<file path="config.mk">
export PLATFORM = sky130hd
export DESIGN_NAME = ex_iter_divider
export DESIGN_NICKNAME = d
export VERILOG_FILES = /design/src/rtl/ex_iter_divider.sv
export SDC_FILE = /design/constraint.sdc
export NUM_CORES = 1
export LEC_CHECK = 0
export ABC_AREA = 1
export CORE_AREA = 2 2 171 173
export DETAILED_ROUTE_END_ITERATION = 16
export DIE_AREA = 0 0 173 175
export PLACE_DENSITY = 0.63
export SYNTH_ARGS = -nofsm -noshare
export SYNTH_HDL_FRONTEND = slang
export SYNTH_SLANG_ARGS = --single-unit
export TNS_END_PERCENT = 100
</file>
<file path="constraint.sdc">
create_clock -name clk -period 4.9 [get_ports clk]
set_clock_uncertainty 0.2 [all_clocks]
set_input_delay 0.98 -clock clk [delete_from_list [all_inputs] [get_ports clk]]
set_output_delay 0.98 -clock clk [all_outputs]
set_load 0.005 [all_outputs]
</file>
<file path="src/rtl/ex_iter_divider.sv">
// ex_iter_divider: iterative restoring integer divider for the EX stage.
// Radix 2^BITS_PER_CYCLE, signed/unsigned, quotient or remainder, flush-cancel.
//
// Ports:
//   clk        in   1     clock, rising edge
//   resetn     in   1     asynchronous active-low reset
//   in_valid   in   1     request valid
//   in_ready   out  1     request accepted when high (IDLE only)
//   op_signed  in   1     1: signed operands
//   op_rem     in   1     1: return remainder, 0: quotient
//   src1       in   XLEN  dividend
//   src2       in   XLEN  divisor
//   flush      in   1     cancel any operation in progress
//   out_valid  out  1     result valid, held until out_ready
//   out_ready  in   1     consumer accepts result
//   result     out  XLEN  quotient or remainder
//   busy       out  1     unit not idle
module ex_iter_divider #(
    parameter int XLEN           = 32,
    parameter int BITS_PER_CYCLE = 1
) (
    input  logic            clk,
    input  logic            resetn,
    input  logic            in_valid,
    output logic            in_ready,
    input  logic            op_signed,
    input  logic            op_rem,
    input  logic [XLEN-1:0] src1,
    input  logic [XLEN-1:0] src2,
    input  logic            flush,
    output logic            out_valid,
    input  logic            out_ready,
    output logic [XLEN-1:0] result,
    output logic            busy
);

    localparam int N  = XLEN / BITS_PER_CYCLE;
    localparam int CW = $clog2(N + 1);

    typedef enum logic [1:0] {
        S_IDLE,
        S_CALC,
        S_DONE
    } state_t;

    state_t          r_state;
    logic [CW-1:0]   r_cnt;
    logic [XLEN-1:0] r_rem;
    // Holds the dividend; quotient bits shift in at the LSB end.
    logic [XLEN-1:0] r_quo;
    logic [XLEN-1:0] r_dvs;
    logic            r_qneg;
    logic            r_rneg;
    logic            r_sel_rem;
    logic            r_divzero;
    logic            r_out_valid;
    logic            r_in_ready;
    logic            r_busy;
    logic [XLEN-1:0] r_result;

    logic [XLEN-1:0] w_a_abs;
    logic [XLEN-1:0] w_b_abs;
    logic [XLEN-1:0] w_rem;
    logic [XLEN-1:0] w_quo;
    logic [XLEN-1:0] w_q_fin;
    logic [XLEN-1:0] w_r_fin;
    logic [XLEN-1:0] w_res;

    assign w_a_abs = (op_signed && src1[XLEN-1]) ? -src1 : src1;
    assign w_b_abs = (op_signed && src2[XLEN-1]) ? -src2 : src2;

    // One iteration: BITS_PER_CYCLE restoring shift-subtract steps, MSB first.
    // The trial difference is one bit wider than the remainder so its top
    // bit is the borrow, i.e. "shifted remainder < divisor".
    always_comb begin
        logic [XLEN:0] w_sh;
        logic [XLEN:0] w_trial;
        w_rem   = r_rem;
        w_quo   = r_quo;
        w_sh    = '0;
        w_trial = '0;
        for (int i = 0; i < BITS_PER_CYCLE; i++) begin
            w_sh    = {w_rem, w_quo[XLEN-1]};
            w_trial = w_sh - {1'b0, r_dvs};
            if (w_trial[XLEN]) begin
                w_rem = w_sh[XLEN-1:0];
            end else begin
                w_rem = w_trial[XLEN-1:0];
            end
            w_quo = {w_quo[XLEN-2:0], ~w_trial[XLEN]};
        end
    end

    // With a zero divisor the datapath already leaves |src1| in the
    // remainder, and sign restoration turns it back into src1, so only
    // the quotient needs an override.
    assign w_q_fin = r_divzero ? '1 : (r_qneg ? -w_quo : w_quo);
    assign w_r_fin = r_rneg ? -w_rem : w_rem;
    assign w_res   = r_sel_rem ? w_r_fin : w_q_fin;

    always_ff @(posedge clk or negedge resetn) begin
        if (!resetn) begin
            r_state     <= S_IDLE;
            r_cnt       <= '0;
            r_rem       <= '0;
            r_quo       <= '0;
            r_dvs       <= '0;
            r_qneg      <= 1'b0;
            r_rneg      <= 1'b0;
            r_sel_rem   <= 1'b0;
            r_divzero   <= 1'b0;
            r_out_valid <= 1'b0;
            r_in_ready  <= 1'b1;
            r_busy      <= 1'b0;
            r_result    <= '0;
        end else if (flush) begin
            r_state     <= S_IDLE;
            r_cnt       <= '0;
            r_out_valid <= 1'b0;
            r_in_ready  <= 1'b1;
            r_busy      <= 1'b0;
        end else begin
            unique case (r_state)
                S_IDLE: begin
                    if (in_valid) begin
                        r_rem       <= '0;
                        r_quo       <= w_a_abs;
                        r_dvs       <= w_b_abs;
                        r_qneg      <= (src1[XLEN-1] ^ src2[XLEN-1]) & op_signed;
                        r_rneg      <= src1[XLEN-1] & op_signed;
                        r_sel_rem   <= op_rem;
                        r_divzero   <= (src2 == '0);
                        r_cnt       <= CW'(N);
                        r_state     <= S_CALC;
                        r_in_ready  <= 1'b0;
                        r_busy      <= 1'b1;
                    end
                end
                S_CALC: begin
                    r_rem <= w_rem;
                    r_quo <= w_quo;
                    r_cnt <= r_cnt - 1'b1;
                    if (r_cnt == CW'(1)) begin
                        r_result    <= w_res;
                        r_out_valid <= 1'b1;
                        r_state     <= S_DONE;
                    end
                end
                S_DONE: begin
                    if (out_ready) begin
                        r_out_valid <= 1'b0;
                        r_in_ready  <= 1'b1;
                        r_busy      <= 1'b0;
                        r_state     <= S_IDLE;
                    end
                end
                default: begin
                    r_state     <= S_IDLE;
                    r_out_valid <= 1'b0;
                    r_in_ready  <= 1'b1;
                    r_busy      <= 1'b0;
                end
            endcase
        end
    end

    assign in_ready  = r_in_ready;
    assign out_valid = r_out_valid;
    assign result    = r_result;
    assign busy      = r_busy;

endmodule

</file>
-- Yosys cells after proc, flatten, opt, wreduce, memory -nomap -nowiden
Cells that the tools add are included.
Widths: inputs -> output; s select.
- bits of input ports: 71
- register bits: 143
- output and inout port bits: 35
- word-level logic and storage cells: 76
- multiplexer cells: 30
- reduce and logical (&&, ||, !) cells: 13
- eq/ne operators: 9
- bitwise operators: 5
- add/subtract/negate cells: 6
- operators by type and width (cell ; number):
    $mux 32 ; 9
    $neg 32->32 ; 4
    $pmux 32 s2 ; 2
    $sub 33x32->33 ; 1
    $logic_not 32->1 ; 1
    $reduce_and 3->1 ; 6
    $mux 6 ; 2
    $pmux 6 s2 ; 1
    $ne 3x3->1 const B ; 3
    $pmux 1 s3 ; 3
    $mux 1 ; 8
    $mux 2 ; 4
    $eq 6x1->1 const B ; 1
    $ne 2x2->1 const B ; 3
    $pmux 2 s3 ; 1
    $sub 6x1->6 const B ; 1
    $reduce_bool 3->1 ; 1
    $and 1x1->1 ; 2
    $eq 2x1->1 const B ; 1
    $eq 2x2->1 const B ; 1
    $logic_and 1x1->1 ; 2
    $logic_not 2->1 ; 1
    $not 1->1 ; 2
    $reduce_and 2->1 ; 1
    other kinds (2) ; 2

-- Depth between registers and ports, before layout
- depth in word-level cells: 6
- gate-level depth with buffers: 32

-- Worst setup path before layout
OpenSTA, ideal clock, no wires.
- path kind: register to register
- start: reg r_quo[31]
- end: reg r_result[28], in the netlist result[28]
- stages on the path, launching flop included: 31
- required time: 4584 ps
- arrival: 3489 ps
- path slack: 1094 ps
- library setup time: 116 ps
- cells stage by stage: dfrtp_1 -> inv_1 -> ha_1 -> inv_1 -> fa_1 -> nand2_1 -> nand2_1 -> nand3_1 -> nand2_2 -> nand2_2 -> nand2_2 -> nand2_2 -> nand3_2 -> nand2_4 -> buf_6 -> buf_4 -> ha_1 -> nand2_1 -> nor2_1 -> nand4_1 -> inv_1 -> nand2_1 -> nor2_1 -> nand4_1 -> o21ai_0 -> or2_2 -> nand3_1 -> nand2_1 -> inv_1 -> nand2_1 -> nand2_1
- word-level cells in the longest chain between the ends: 6
- elaborated cells on any way between the ends: 9
- RTL lines (element ; line ; RTL):
    from (decl) ; 50 ; logic [XLEN-1:0] r_quo;
    from (signal assigned) ; 127 ; r_quo <= w_a_abs;
    from (signal assigned) ; 141 ; r_quo <= w_quo;
    $sub 33x32->33 ; 84 ; w_trial = w_sh - {1'b0, r_dvs};
    $not 1->1 ; 90 ; w_quo = {w_quo[XLEN-2:0], ~w_trial[XLEN]};
    $neg 32->32 ; 97 ; assign w_q_fin = r_divzero ? '1 : (r_qneg ? -w_quo : w_quo);
    $mux 32 (2 in series) ; 97 ;
    $mux 32 (*) ; 99 ; assign w_res = r_sel_rem ? w_r_fin : w_q_fin;
    to (signal assigned) ; 144 ; r_result <= w_res;
    to (decl) ; 59 ; logic [XLEN-1:0] r_result;
Mark *: on every way between the ends. The rest lies on a longest branch, timed or not.
A chain may end at the register's enable or synchronous reset.

-- Worst setup path in the final report
- start: reg r_quo[31]
- end: reg r_result[26], in the netlist result[26]
The elaborated chain is that of the path after synthesis.

==> impl_metrics.env <==
export IMPL_gp_congestion=0.983
export IMPL_drtIter0Drc=1152
export IMPL_tns_ns=0
export IMPL_crit_fanout=45
export IMPL_clk_latency_ns=0.44
export IMPL_ys_seq_area_share_pct=28.2
export IMPL_hold_end="result[5]$_DFFE_PN0P_"
export IMPL_core_area_sq_um=28400
export IMPL_finalMaxSlewViolations=0
export IMPL_dp_hpwl_um=34100
export IMPL_avgViaCountPerCell=5.40
export IMPL_antenna_cells=0
export IMPL_start_kind="flop"
export IMPL_ctsResizeCount=0
export IMPL_antenna_found_initial=0
export IMPL_postSynthNetCount=2109
export IMPL_crit_path_top_delay_cell="fa_1"
export IMPL_synth_edf_count=0
export IMPL_yosysMostFrequentCell="nand2_1"
export IMPL_grt_pass1_wl_um=68900
export IMPL_cp_end_kind="flop"
export IMPL_start_util_pct=44.6
export IMPL_finalHoldViolations=0
export IMPL_ios=106
export IMPL_fin_nets=2188
export IMPL_worst_pin_slew_ns=1.03
export IMPL_drcViolationCount=0
export IMPL_synthCells=1999
export IMPL_cts_max_level=4
export IMPL_worstReg2RegStart="r_quo[31]$_DFFE_PN0P_"
export IMPL_ctsHoldBuffers=0
export IMPL_yosysTopAreaCell="dfrtp_1"
export IMPL_pre_cts_ws_ns=0.633
export IMPL_die_x_um=173
export IMPL_rr_worst_depth=25
export IMPL_fp_dieArea_sq_um=30300
export IMPL_grt_pass1_vias=12600
export IMPL_tritoncts="yes"
export IMPL_post_route_min_period_ns=4.33
export IMPL_crit_family="simple AND/OR/NAND/NOR gates"
export IMPL_worstPathRequired_ns=5.02
export IMPL_synth_top_flop_cell="dfrtp_1"
export IMPL_ys_top_cells_by_count="581 x nand2_1, 284 x inv_1, 176 x nor2_1"
export IMPL_yosys_warnings=0
export IMPL_cp_common_cell="nand2_1"
export IMPL_setup_violations=0
export IMPL_post_cts_setup_buffers=0
export IMPL_period_share_pct=88.3
export IMPL_cts_buffers=17
export IMPL_hold_class="flop to flop"
export IMPL_rsz0062_at_grt="false"
export IMPL_ant_nets=0
export IMPL_fmax_mhz=231
export IMPL_syn_area_sq_um=12700
export IMPL_yosys_area_top_type_share_pct=28.0
export IMPL_syn_avg_cell_area_sq_um=6.34
export IMPL_path_class="flop to flop"
export IMPL_first_pass_iters=6
export IMPL_die_y_um=175
export IMPL_crit_arrival_ns=4.45
export IMPL_gr_total_overflow=0
export IMPL_cts_sinks=143
export IMPL_wl_per_cell_um=17.5
export IMPL_worstSetupPathDepth=25
export IMPL_reg2reg_to="result[26]$_DFFE_PN0P_"
export IMPL_root_buffer="clkbuf_16"
export IMPL_clkTransAtPathRegs_ns=0.06
export IMPL_crit_path_max_incr_delay_ns=0.42
export IMPL_worst_slack_ns=0.573
export IMPL_hold_depth=2
export IMPL_synth_cell_types=55
export IMPL_grt_usage_pct=28.8
export IMPL_critPathBufInv=2
export IMPL_slew_headroom_pct=31.2
export IMPL_numPortBuffers=105
export IMPL_synth_seq_cells=143
export IMPL_ys_async_sr_fraction_pct=100
export IMPL_vias=13400
export IMPL_hold_start="result[5]$_DFFE_PN0P_"
export IMPL_rows=62
export IMPL_drv_cap=0
export IMPL_wl_um=43300
export IMPL_grt_start_max_net_pins=81
export IMPL_drive_gt1_share_pct=7.08
export IMPL_rrSetupSlack_ns=0.57
export IMPL_area_growth_pct=15.4
export IMPL_cts_path_max_buffers=2
export IMPL_synth_area_leaders="dfrtp_1 28%, nand2_1 17%, inv_1 8.4%"
export IMPL_status="finished, final reports clean"
==> flip-flops by register name (all words and copies together) (netlist names) <==
register	count
busy	1
in_ready	1
out_valid	1
r_cnt	6
r_divzero	1
r_dvs	32
r_qneg	1
r_quo	32
r_rem	32
r_rneg	1
r_sel_rem	1
r_state	2
result	32
==> logic make-up after synthesis <==
| logic type | count (synthesis) | share of synthesized area [%] |
|---|---|---|
| AO/OA/AOI/OAI | 357 | 15.8 |
| XOR/XNOR | 63 | 4.41 |
| adder cells (fa/ha/maj) | 39 | 3.91 |
| buffers and inverters | 352 | 11.3 |
| flip-flops | 143 | 28.2 |
| AND/OR/NAND/NOR | 1045 | 36.4 |
==> worst max-delay path by stage <==
stage                                      from                      to  slack [ns]
after global routing      r_quo[31]$_DFFE_PN0P_  result[24]$_DFFE_PN0P_        0.18
after global placement                  src2[0]   r_dvs[22]$_DFFE_PN0P_        0.70
final                     r_quo[31]$_DFFE_PN0P_  result[26]$_DFFE_PN0P_        0.57
after detailed placement                src2[0]   r_dvs[22]$_DFFE_PN0P_        0.63
after CTS                 r_quo[31]$_DFFE_PN0P_  result[26]$_DFFE_PN0P_        0.62
after floorplan           r_quo[31]$_DFFE_PN0P_  result[28]$_DFFE_PN0P_        1.09
==> routing by layer <==
metal	GRT usage, %	vias to the layer above	share of wire [%]
met4	9.92	0	3.0
met2	45.2	462	44
met1	40.9	6221	47
met5	0	-	0
li1	-	6614	-
met3	3.85	71	6.0
==> cell usage in the layout, fill, tap and decap left out, types with 27 or more instances in the layout <==
cell type / instances
xor2_1: 38
nor2_1: 174
nand2_1: 581
dfrtp_1: 142
ha_1: 38
nand2_2: 42
o22ai_1: 30
inv_1: 282
clkdlybuf4s50_1: 104
nand3_1: 119
o21ai_0: 152
nand4_1: 27
a21oi_1: 105
nor3_1: 27
==> area by class of cell <==
type / count / area [sq um]
fillers: 3061 / 13800
multi-input cells: 1504 / 7670
flip-flops and latches: 143 / 3580
repair buffers: 123 / 1200
inverters: 289 / 1080
well taps: 384 / 480
clock buffers: 19 / 453
clock inverters: 13 / 153
==> stage by stage <==
stage	hold WS, ns	utilization (%)	cells	cell area [sq um]
after floorplan	0.253	-	1999	12700
after global placement	0.265	49.4	2443	14000
after CTS	0.286	51.5	2475	14600
after detailed placement	0.265	49.4	2443	14000
final	0.282	51.5	2475	14600
after global routing	0.305	51.5	2475	14600
==> tightest hold or removal path, delay by kind of cell (launching register included) <==
family	cells	cell delay [ns]
DFF	1	0.34
and+or+nand+nor	2	0.10
Power is not shown: default switching activity piles up to over one toggle a cycle in this logic, so the estimate is an artifact.
